<file path="src/rtl/dmem_arb_pkg.sv">
// Shared types and helpers for the data-memory read-modify-write arbiter.
// Holds the FSM state encoding, the mask constants and the byte-merge function.
package dmem_arb_pkg;

   typedef enum logic [1:0] {
      IDLE   = 2'd0,
      ACCESS = 2'd1,
      WRITE  = 2'd2,
      DONE   = 2'd3
   } state_t;

   localparam logic [3:0] MASK_FULL = 4'hF;
   localparam logic [3:0] MASK_NONE = 4'h0;

   // Per-byte select: a set mask bit takes the byte from new_word, else from old_word.
   function automatic logic [31:0] byte_merge(input logic [31:0] old_word,
                                              input logic [31:0] new_word,
                                              input logic [3:0]  mask);
      logic [31:0] res;
      for (int i = 0; i < 4; i++) begin
         res[8*i +: 8] = mask[i] ? new_word[8*i +: 8] : old_word[8*i +: 8];
      end
      return res;
   endfunction

endpackage

</file>
<file path="src/rtl/dmem_arb_sel.sv">
// Two-way grant selection for the data-memory arbiter.
// Build option: DMEM_ARB_RR_EN defined selects round-robin tie breaking;
// otherwise P0 always wins a tie. last_gnt is tracked in both builds.
module dmem_arb_sel (
   input  logic clk,
   input  logic rst,
   input  logic req0,
   input  logic req1,
   input  logic grant_en,
   output logic gnt_port
);

   logic last_gnt_r;
   logic tie_pick_s;

   // Tie-break choice for the configured arbitration scheme
   always_comb begin
`ifdef DMEM_ARB_RR_EN
      tie_pick_s = ~last_gnt_r;
`else
      tie_pick_s = 1'b0;
`endif
   end

   // Port selection: a lone requester wins outright, a tie uses the tie-break choice
   always_comb begin
      if (req0 && req1) begin
         gnt_port = tie_pick_s;
      end else if (req1) begin
         gnt_port = 1'b1;
      end else begin
         gnt_port = 1'b0;
      end
   end

   // Remember the most recently granted port; reset value makes P0 win the first tie
   always_ff @(posedge clk or posedge rst) begin
      if (rst) begin
         last_gnt_r <= 1'b1;
      end else if (grant_en) begin
         last_gnt_r <= gnt_port;
      end else begin
         last_gnt_r <= last_gnt_r;
      end
   end

endmodule

</file>
<file path="src/rtl/dmem_rmw_arb.sv">
// Data-memory arbiter for the LSU (P0) and the debug/loader port (P1).
// Masked stores run as read-modify-write since the memory only writes whole words.
// Build option: DMEM_ARB_RR_EN (round-robin arbitration, see dmem_arb_sel).
// TIMEOUT = number of ACCESS cycles without ip_dmem_valid before an error abort; 0 disables.
module dmem_rmw_arb
   import dmem_arb_pkg::*;
#(
   parameter int unsigned TIMEOUT = 15
) (
   input  logic        clk,
   input  logic        rst,
   input  logic        ip_p0_req,
   input  logic        ip_p0_wr,
   input  logic [31:0] ip_p0_addr,
   input  logic [3:0]  ip_p0_mask,
   input  logic [31:0] ip_p0_wdata,
   output logic        op_p0_ack,
   output logic        op_p0_err,
   output logic [31:0] op_p0_rdata,
   input  logic        ip_p1_req,
   input  logic        ip_p1_wr,
   input  logic [31:0] ip_p1_addr,
   input  logic [3:0]  ip_p1_mask,
   input  logic [31:0] ip_p1_wdata,
   output logic        op_p1_ack,
   output logic        op_p1_err,
   output logic [31:0] op_p1_rdata,
   output logic [31:0] op_dmem_addr,
   output logic        op_dmem_rd,
   output logic        op_dmem_wr,
   output logic [31:0] op_dmem_wdata,
   input  logic        ip_dmem_valid,
   input  logic [31:0] ip_dmem_rdata
);

   localparam int CNT_W = (TIMEOUT > 1) ? $clog2(TIMEOUT) : 1;

   state_t             state_r;
   state_t             state_nx;
   logic               wr_r;
   logic [31:0]        addr_r;
   logic [3:0]         mask_r;
   logic [31:0]        wdata_r;
   logic               port_r;
   logic [31:0]        merged_r;
   logic [CNT_W-1:0]   cnt_r;

   logic               gnt_port_s;
   logic               grant_en_s;
   logic               load_done_s;
   logic               merge_en_s;
   logic               tmo_hit_s;
   logic               cnt_inc_s;
   logic               tmo_last_s;
   logic               sel_wr_s;
   logic [31:0]        sel_addr_s;
   logic [3:0]         sel_mask_s;
   logic [31:0]        sel_wdata_s;

   dmem_arb_sel u_sel (
      .clk      (clk),
      .rst      (rst),
      .req0     (ip_p0_req),
      .req1     (ip_p1_req),
      .grant_en (grant_en_s),
      .gnt_port (gnt_port_s)
   );

   // Abort on the last permitted wait cycle, so exactly TIMEOUT cycles are spent waiting
   assign tmo_last_s = (TIMEOUT != 32'd0) && (cnt_r == CNT_W'(TIMEOUT - 32'd1));

   // Request fields of the port the selector picked
   always_comb begin
      sel_wr_s    = gnt_port_s ? ip_p1_wr    : ip_p0_wr;
      sel_addr_s  = gnt_port_s ? ip_p1_addr  : ip_p0_addr;
      sel_mask_s  = gnt_port_s ? ip_p1_mask  : ip_p0_mask;
      sel_wdata_s = gnt_port_s ? ip_p1_wdata : ip_p0_wdata;
   end

   // FSM next-state and memory-side strobes
   always_comb begin
      state_nx      = state_r;
      op_dmem_rd    = 1'b0;
      op_dmem_wr    = 1'b0;
      op_dmem_wdata = wdata_r;
      grant_en_s    = 1'b0;
      load_done_s   = 1'b0;
      merge_en_s    = 1'b0;
      tmo_hit_s     = 1'b0;
      cnt_inc_s     = 1'b0;
      case (state_r)
         IDLE: begin
            if (ip_p0_req || ip_p1_req) begin
               grant_en_s = 1'b1;
               state_nx   = ACCESS;
            end else begin
               state_nx   = IDLE;
            end
         end
         ACCESS: begin
            op_dmem_rd = 1'b1;
            if (wr_r && (mask_r == MASK_FULL)) begin
               op_dmem_wr = 1'b1;
               state_nx   = DONE;
            end else if (wr_r && (mask_r == MASK_NONE)) begin
               state_nx   = DONE;
            end else if (ip_dmem_valid) begin
               if (wr_r) begin
                  merge_en_s  = 1'b1;
                  state_nx    = WRITE;
               end else begin
                  load_done_s = 1'b1;
                  state_nx    = DONE;
               end
            end else if (tmo_last_s) begin
               tmo_hit_s  = 1'b1;
               state_nx   = DONE;
            end else begin
               cnt_inc_s  = 1'b1;
               state_nx   = ACCESS;
            end
         end
         WRITE: begin
            op_dmem_wr    = 1'b1;
            op_dmem_wdata = merged_r;
            state_nx      = DONE;
         end
         DONE: begin
            state_nx = IDLE;
         end
         default: begin
            state_nx = IDLE;
         end
      endcase
   end

   assign op_dmem_addr = addr_r;

   // FSM state register
   always_ff @(posedge clk or posedge rst) begin
      if (rst) begin
         state_r <= IDLE;
      end else begin
         state_r <= state_nx;
      end
   end

   // Capture the granted request for the duration of the transaction
   always_ff @(posedge clk or posedge rst) begin
      if (rst) begin
         wr_r    <= 1'b0;
         addr_r  <= 32'h0000_0000;
         mask_r  <= 4'h0;
         wdata_r <= 32'h0000_0000;
         port_r  <= 1'b0;
      end else if (grant_en_s) begin
         wr_r    <= sel_wr_s;
         addr_r  <= sel_addr_s;
         mask_r  <= sel_mask_s;
         wdata_r <= sel_wdata_s;
         port_r  <= gnt_port_s;
      end
   end

   // Merged word for the write-back half of a partial store
   always_ff @(posedge clk or posedge rst) begin
      if (rst) begin
         merged_r <= 32'h0000_0000;
      end else if (merge_en_s) begin
         merged_r <= byte_merge(ip_dmem_rdata, wdata_r, mask_r);
      end
   end

   // Wait-cycle counter: counts while stalled in ACCESS, zero otherwise
   always_ff @(posedge clk or posedge rst) begin
      if (rst) begin
         cnt_r <= '0;
      end else if (cnt_inc_s) begin
         cnt_r <= cnt_r + CNT_W'(1);
      end else begin
         cnt_r <= '0;
      end
   end

   // Completion pulses and error flags, raised for the DONE cycle of the owning port
   always_ff @(posedge clk or posedge rst) begin
      if (rst) begin
         op_p0_ack <= 1'b0;
         op_p1_ack <= 1'b0;
         op_p0_err <= 1'b0;
         op_p1_err <= 1'b0;
      end else begin
         op_p0_ack <= (state_nx == DONE) && !port_r;
         op_p1_ack <= (state_nx == DONE) &&  port_r;
         op_p0_err <= tmo_hit_s && !port_r;
         op_p1_err <= tmo_hit_s &&  port_r;
      end
   end

   // Load data holding registers, one per port
   always_ff @(posedge clk or posedge rst) begin
      if (rst) begin
         op_p0_rdata <= 32'h0000_0000;
         op_p1_rdata <= 32'h0000_0000;
      end else if (load_done_s) begin
         if (port_r) begin
            op_p1_rdata <= ip_dmem_rdata;
         end else begin
            op_p0_rdata <= ip_dmem_rdata;
         end
      end
   end

endmodule

</file>
<file path="config.mk">
export PLATFORM = sky130hd
export DESIGN_NAME = dmem_rmw_arb
export DESIGN_NICKNAME = d
export VERILOG_FILES = /design/src/rtl/dmem_arb_pkg.sv /design/src/rtl/dmem_arb_sel.sv /design/src/rtl/dmem_rmw_arb.sv
export SDC_FILE = /design/constraint.sdc
export NUM_CORES = 1
export LEC_CHECK = 0
export CAP_MARGIN = 40
export CORE_MARGIN = 2
export CORE_UTILIZATION = 44
export CTS_CLUSTER_DIAMETER = 200
export DETAILED_ROUTE_END_ITERATION = 10
export PLACE_DENSITY = 0.8
export SLEW_MARGIN = 0
export SYNTH_ARGS = -nofsm -noshare
export SYNTH_HDL_FRONTEND = slang
export SYNTH_SLANG_ARGS = --single-unit
</file>
<file path="constraint.sdc">
create_clock -name clk -period 7.65 [get_ports clk]
set_clock_uncertainty 0.05 [all_clocks]
set_input_delay 1.1475 -clock clk [delete_from_list [all_inputs] [get_ports clk]]
set_output_delay 1.1475 -clock clk [all_outputs]
set_load 0.01 [all_outputs]
</file>
==> flow_metrics.tcl, run 1 <==
set metrics [dict create \
    hold_depth 2 \
    ir_worst_vdd_mv 0.184 \
    dpl_cell_area_um2 11500 \
    dp_hpwl_um 15600 \
    outcome "finished clean" \
    die_area_um2 19500 \
    vias_per_cell 5.07 \
    worst_slew_pin_slew_ps 760 \
    initial_core_util 0.450 \
    hold_violations 0 \
    gp_congestion 0.771 \
    antenna_found_initial 0 \
    fin_tns_setup_ps 0 \
    slew_viol_final 0 \
    globalRouteOverflowTotal 0 \
    setup_viol 0 \
    seqPwrFrac 0.355 \
    cts_tree "built" \
    fillers 1376 \
    num_vias 6114 \
    startpoint "state_r[0]" \
    p_sw_mw 1.60 \
    clkTransAtPathRegs_ps 70 \
    end_kind "output pin" \
    reg2reg_from "state_r[0]" \
    pin_count 309 \
    clk-insertion-delay-late_ps 420 \
    hp-class "reg -> reg" \
    firstDrtPassIters 4 \
    cts-buffers-inserted 17 \
    r2r_cells 6 \
    coreArea_um2 18000 \
    worstReg2RegEnd "op_dmem_addr[16]" \
    io_buffers 308 \
    syn_inst 668 \
    holdBufCountCts 0 \
    fmaxAchievable_ghz 0.265 \
    powerDensity_nw_per_um2 396 \
    pwr-share-clk 0.202 \
    drc_errors 0 \
    avgSynthCellArea_um2 12.1 \
    rows 49 \
    drive_above_1_share 0.184 \
    cts.sinks 176 \
    htreeDepth 4 \
    grt_max_degree 81 \
    area_growth_pct 49.6 \
    cts-root-buf "clkbuf_16" \
    swShare 0.333 \
    final_nets 1146 \
    final_cell_mix "308 x clkdlybuf4s50_1, 176 x dfrtp_1, 101 x mux2i_1" \
    p_comb_frac 0.443 \
    synth-seq-cells 176 \
    hold_end "op_dmem_addr[18]" \
    p_leak_nw 5.09 \
    finalInstanceArea_um2 12100 \
    wl_per_cell_um 17.3 \
    cap_violations 0 \
    die_height_um 140 \
    drtIter0Drc 162 \
    cp-start-kind "flop" \
    die_x_um 140 \
    ctsResizeCount 0 \
    yosysWarnings 0 \
    max-slew-margin-rel 0.494 \
    drtAntennaViolNets 0 \
    wl_um 20900 \
    rsz0062_at_grt "false" \
    grt_pass1_wl_um 33500 \
    cts_setup_buffers 0 \
    min_period_ps 3770 \
    layout_commonest_cell "clkdlybuf4s50_1" \
    synth_nets 849 \
    multiInputGateArea_um2 3470 \
    intPower_mw 3.20 \
    grt_use_total 0.218 \
    ys_seq_area_frac 0.543 \
    synth_cell_types 34 \
    path_max_fanout 22 \
    worst-setup-path-type "reg -> out" \
    min_from "op_dmem_addr[18]" \
    regToRegSetupSlack_ps 5380 \
    post-route-period-util 0.493 \
    required_ps 6450 \
    cp.arrival_ps 2570 \
    register_area_um2 4400 \
    syn_area_um2 8110 \
    diodes 0 \
    grt_pass1_vias 6195 \
    cts_buffer_depth 2 \
]
## metrics by stage
step | utilization | hold WS [ps] | setup slack [ps] | cells | total power, mW
after floorplan | - | 399 | 1680 | 668 | 2.76
after global placement | 0.628 | 410 | 3880 | 1169 | 3.77
after detailed placement | 0.636 | 419 | 4190 | 1175 | 3.87
after CTS | 0.673 | 435 | 3840 | 1207 | 4.85
after global routing | 0.673 | 464 | 3780 | 1207 | 5.10
final | 0.673 | 430 | 3880 | 1207 | 4.80
## critical path: stages (launching register included)
cell	delay [ps]
dfrtp_1	400
inv_1	160
ha_2	460
buf_12	250
mux2_2	350
clkdlybuf4s50_1	520
## state kept, by name, indices dropped and copies added (netlist names)
signal,flops
merged_r,32
op_dmem_addr,32
op_p0_rdata,32
op_p1_rdata,32
wdata_r,32
cnt_r,4
mask_r,4
state_r,2
op_p0_ack,1
op_p0_err,1
op_p1_ack,1
op_p1_err,1
port_r,1
wr_r,1
## layout make-up
cell class,count,area share
Clock buffer,18,0.0362
Clock inverter,14,0.0186
Inverter,5,0.00196
Multi-Input combinational cell,444,0.286
Sequential cell,176,0.363
Tap cell,229,0.0236
Timing Repair Buffer,321,0.270
## worst max path at each step
| stage | endpoint | slack (ps) | cells after the start |
|---|---|---|---|
| after floorplan | cnt_r[0] | 1680 | 1 |
| after global placement | op_dmem_addr[8] | 3880 | 4 |
| after detailed placement | op_dmem_addr[9] | 4190 | 5 |
| after CTS | op_dmem_wdata[20] | 3840 | 5 |
| after global routing | op_dmem_wdata[29] | 3780 | 5 |
| final | op_dmem_wdata[18] | 3880 | 5 |
## per-layer routing
metal  vias to the layer above  routed length, um  track usage  share of wire
li1                       2943                  -            -              -
met1                      2949               8900        0.280           0.43
met2                       201              10500        0.369           0.50
met3                        21               1200       0.0530          0.057
met4                         0                319       0.0626          0.015
met5                         -                  0            0              0
## cells by family after synthesis
logic type	share of synthesized area
multiplexers	0.259
flip-flops	0.543
AND/OR/NAND/NOR	0.0702
XOR/XNOR	0.00216
AO/OA/AOI/OAI	0.0835
adder cells (fa/ha/maj)	0.00926
buffers and inverters	0.0321
## power groups by stage
stage | logic, mW | registers [mW] | clock network (mW)
finish | 2.13 | 1.71 | 0.969
detailed placement | 2.14 | 1.72 | 0
floorplan | 1.03 | 1.73 | 0
global route | 2.29 | 1.77 | 1.03
global placement | 2.07 | 1.70 | 0
CTS | 2.16 | 1.71 | 0.987
## Yosys cell counts
cell	instances	share of area
and3_1	2	0.0015
nor3_1	2	0.0012
nor3_4	1	0.0020
o21ai_1	1	0.00062
nand3_1	2	0.0012
mux2_1	3	0.0042
o21ai_0	69	0.043
buf_6	6	0.0083
nor4b_1	1	0.0011
nor3_2	1	0.0012
a21oi_1	7	0.0043
o31a_1	1	0.0011
o41ai_2	1	0.0020
a21oi_2	28	0.030
mux2_2	94	0.13
nor2b_1	2	0.0015
buf_4	4	0.0037
clkbuf_1	17	0.0079
xnor2_1	1	0.0011
buf_2	16	0.0099
mux2i_1	101	0.12
o21a_4	1	0.0019
nor2_1	39	0.018
or3_4	1	0.0014
dfrtp_1	176	0.54
nand2_1	74	0.034
ha_1	6	0.0093
nor4b_2	1	0.0019
nor4_4	1	0.0026
a31oi_1	1	0.00077
xor2_1	1	0.0011
inv_1	5	0.0023
nand2b_1	1	0.00077
and4_4	1	0.0014
No activity file was read; power rests on OpenSTA's default activity.
==> run 2: changes to the inputs <==
--- a/config.mk
+++ b/config.mk
@@ -7,10 +7,10 @@
 export LEC_CHECK = 0
 export CAP_MARGIN = 40
 export CORE_MARGIN = 2
-export CORE_UTILIZATION = 44
+export CORE_UTILIZATION = 40
 export CTS_CLUSTER_DIAMETER = 200
 export DETAILED_ROUTE_END_ITERATION = 10
-export PLACE_DENSITY = 0.8
+export PLACE_DENSITY = 0.77
 export SLEW_MARGIN = 0
 export SYNTH_ARGS = -nofsm -noshare
 export SYNTH_HDL_FRONTEND = slang
==> constraint.sdc (replaced) <==
create_clock -name clk -period 3.1 [get_ports clk]
set_clock_uncertainty 0.05 [all_clocks]
set_input_delay 0.465 -clock clk [delete_from_list [all_inputs] [get_ports clk]]
set_output_delay 0.465 -clock clk [all_outputs]
set_load 0.01 [all_outputs]
==> run 2 against run 1 <==
Against the previous run: clock-buffer cell count is 2 higher; flip-flop and latch count unchanged; clock power up 130%; routed wire length increased by 3.6%; critical path depth unchanged; combinational power grew to 2.5 times the previous value; utilization shrank 6.8 points; via count barely moved; global-route usage down 0.92 points; largest cell class unchanged.
==> flow_metrics.tcl, run 2 (same netlist as run 1, synthesis figures left out) <==
set metrics [dict create \
    outcome "finished clean" \
    die_height_um 146 \
    worst_slew_pin_slew_ps 721 \
    wl_um 21700 \
    drc_errors 0 \
    critical-path-top-delay-family "buffers and inverters" \
    rsz0062_at_grt "false" \
    clkTransAtPathRegs_ps 60 \
    crit_chain "inv_1 > ha_4 > buf_4 > mux2_2 > clkdlybuf4s50_1" \
    hp-class "reg -> reg" \
    dp_hpwl_um 15900 \
    cp_slowest_cell "clkdlybuf4s50_1" \
    grt_max_degree 105 \
    reg2reg_from "state_r[1]" \
    end_kind "output pin" \
    r2r_cells 7 \
    diodes 0 \
    grt_pass1_vias 6286 \
    drtAntennaViolNets 0 \
    finalInstanceArea_um2 12100 \
    worstReg2RegEnd "op_p1_rdata[30]" \
    cts_tree "built" \
    final_nets 1150 \
    slew_viol_final 0 \
    layout_commonest_cell "clkdlybuf4s50_1" \
    cts-buffers-inserted 17 \
    min_period_ps 2930 \
    rows 52 \
    pin_count 309 \
    cp.arrival_ps 2410 \
    fin_tns_setup_ps 0 \
    cts-root-buf "clkbuf_16" \
    min_from "op_dmem_addr[11]" \
    hold_violations 0 \
    die_area_um2 21400 \
    final_cell_mix "308 x clkdlybuf4s50_1, 176 x dfrtp_1, 101 x mux2i_1" \
    globalRouteOverflowTotal 0 \
    cts.sinks 176 \
    powerDensity_nw_per_um2 966 \
    grt_use_total 0.209 \
    ir_worst_vdd_mv 0.429 \
    cap_violations 0 \
    setup_viol 0 \
    hold_depth 2 \
    totalPowerFinal_mw 11.7 \
    cp-start-kind "flop" \
    p_leak_nw 5.06 \
    dpl_cell_area_um2 11500 \
    drive_above_1_share 0.185 \
    hold_ws_ps 428 \
    area_growth_pct 49.6 \
    hold_end "op_dmem_addr[11]" \
    cpPeakStageDelay_ps 480 \
    crit_buf_inv 3 \
    post-route-util 0.605 \
    initial_core_util 0.405 \
    grt_pass1_wl_um 35000 \
    vias_per_cell 4.88 \
    htreeDepth 4 \
    holdBufCountCts 0 \
    fmaxAchievable_ghz 0.341 \
    max-slew-margin-rel 0.520 \
    required_ps 2580 \
    num_vias 6109 \
    worst-setup-path-type "reg -> out" \
    wl_per_cell_um 17.3 \
    clk-insertion-delay-late_ps 420 \
    post-route-period-util 0.945 \
    path_max_fanout 14 \
    cts_buffer_depth 2 \
    io_buffers 308 \
    firstDrtPassIters 4 \
    regToRegSetupSlack_ps 960 \
    fillers 1712 \
    cp_num_cells 5 \
    antenna_found_initial 0 \
    die_x_um 146 \
    drtIter0Drc 182 \
    gp_congestion 0.797 \
    coreArea_um2 20000 \
]
-- run 2: metal layers --
metal	vias up	track usage	routed length, um
met5	-	0	0
met2	216	0.343	10600
met1	2922	0.273	9340
met3	31	0.0528	1360
li1	2940	-	-
met4	0	0.0675	415
-- run 2: through the flow --
stage | worst slack [ps] | cells
2_1_floorplan | 332 | 668
3_5_place_dp | 422 | 1220
4_1_cts | 128 | 1252
6_report | 171 | 1252
5_1_grt | 50.2 | 1252
3_3_place_gp | 446 | 1220
-- run 2: worst reg2reg max path, stage by stage, from the launching register on --
cell     delay, ps
dfrtp_1        420
inv_1          110
ha_1           310
nand2_1        150
nor2_1         130
nand2_2        290
buf_12         280
mux2_2         280
-- run 2: worst max path at each step --
| stage | startpoint | to |
|---|---|---|
| 2_1_floorplan | rst | cnt_r[0] |
| 3_3_place_gp | state_r[0] | op_dmem_wdata[31] |
| 3_5_place_dp | state_r[0] | op_dmem_wdata[23] |
| 4_1_cts | state_r[0] | op_dmem_wdata[23] |
| 5_1_grt | state_r[0] | op_dmem_wdata[21] |
| 6_report | state_r[0] | op_dmem_wdata[23] |
-- run 2: what timing repair did --
action | CTS | global route
setup buffers | 0 | 0
gates resized for setup | 1 | 0
endpoints found under the setup margin | 5 | 0
-- run 2: power breakdown --
part | leakage (nW) | internal, mW | switching, mW | total, mW
clock | 0.293 | 1.30 | 0.912 | 2.21
sequential | 2.12 | 3.42 | 0.687 | 4.10
combinational | 2.65 | 3.03 | 2.37 | 5.39
-- run 2: layout make-up --
class / count / area (um^2) / area share
timing repair buffer: 325 / 3270 / 0.270
clock inverter: 12 / 158 / 0.0130
sequential: 176 / 4400 / 0.363
multi-input combinational: 444 / 3480 / 0.287
clock buffer: 20 / 447 / 0.0368
inverter: 5 / 22.5 / 0.00186
tap: 270 / 338 / 0.0279
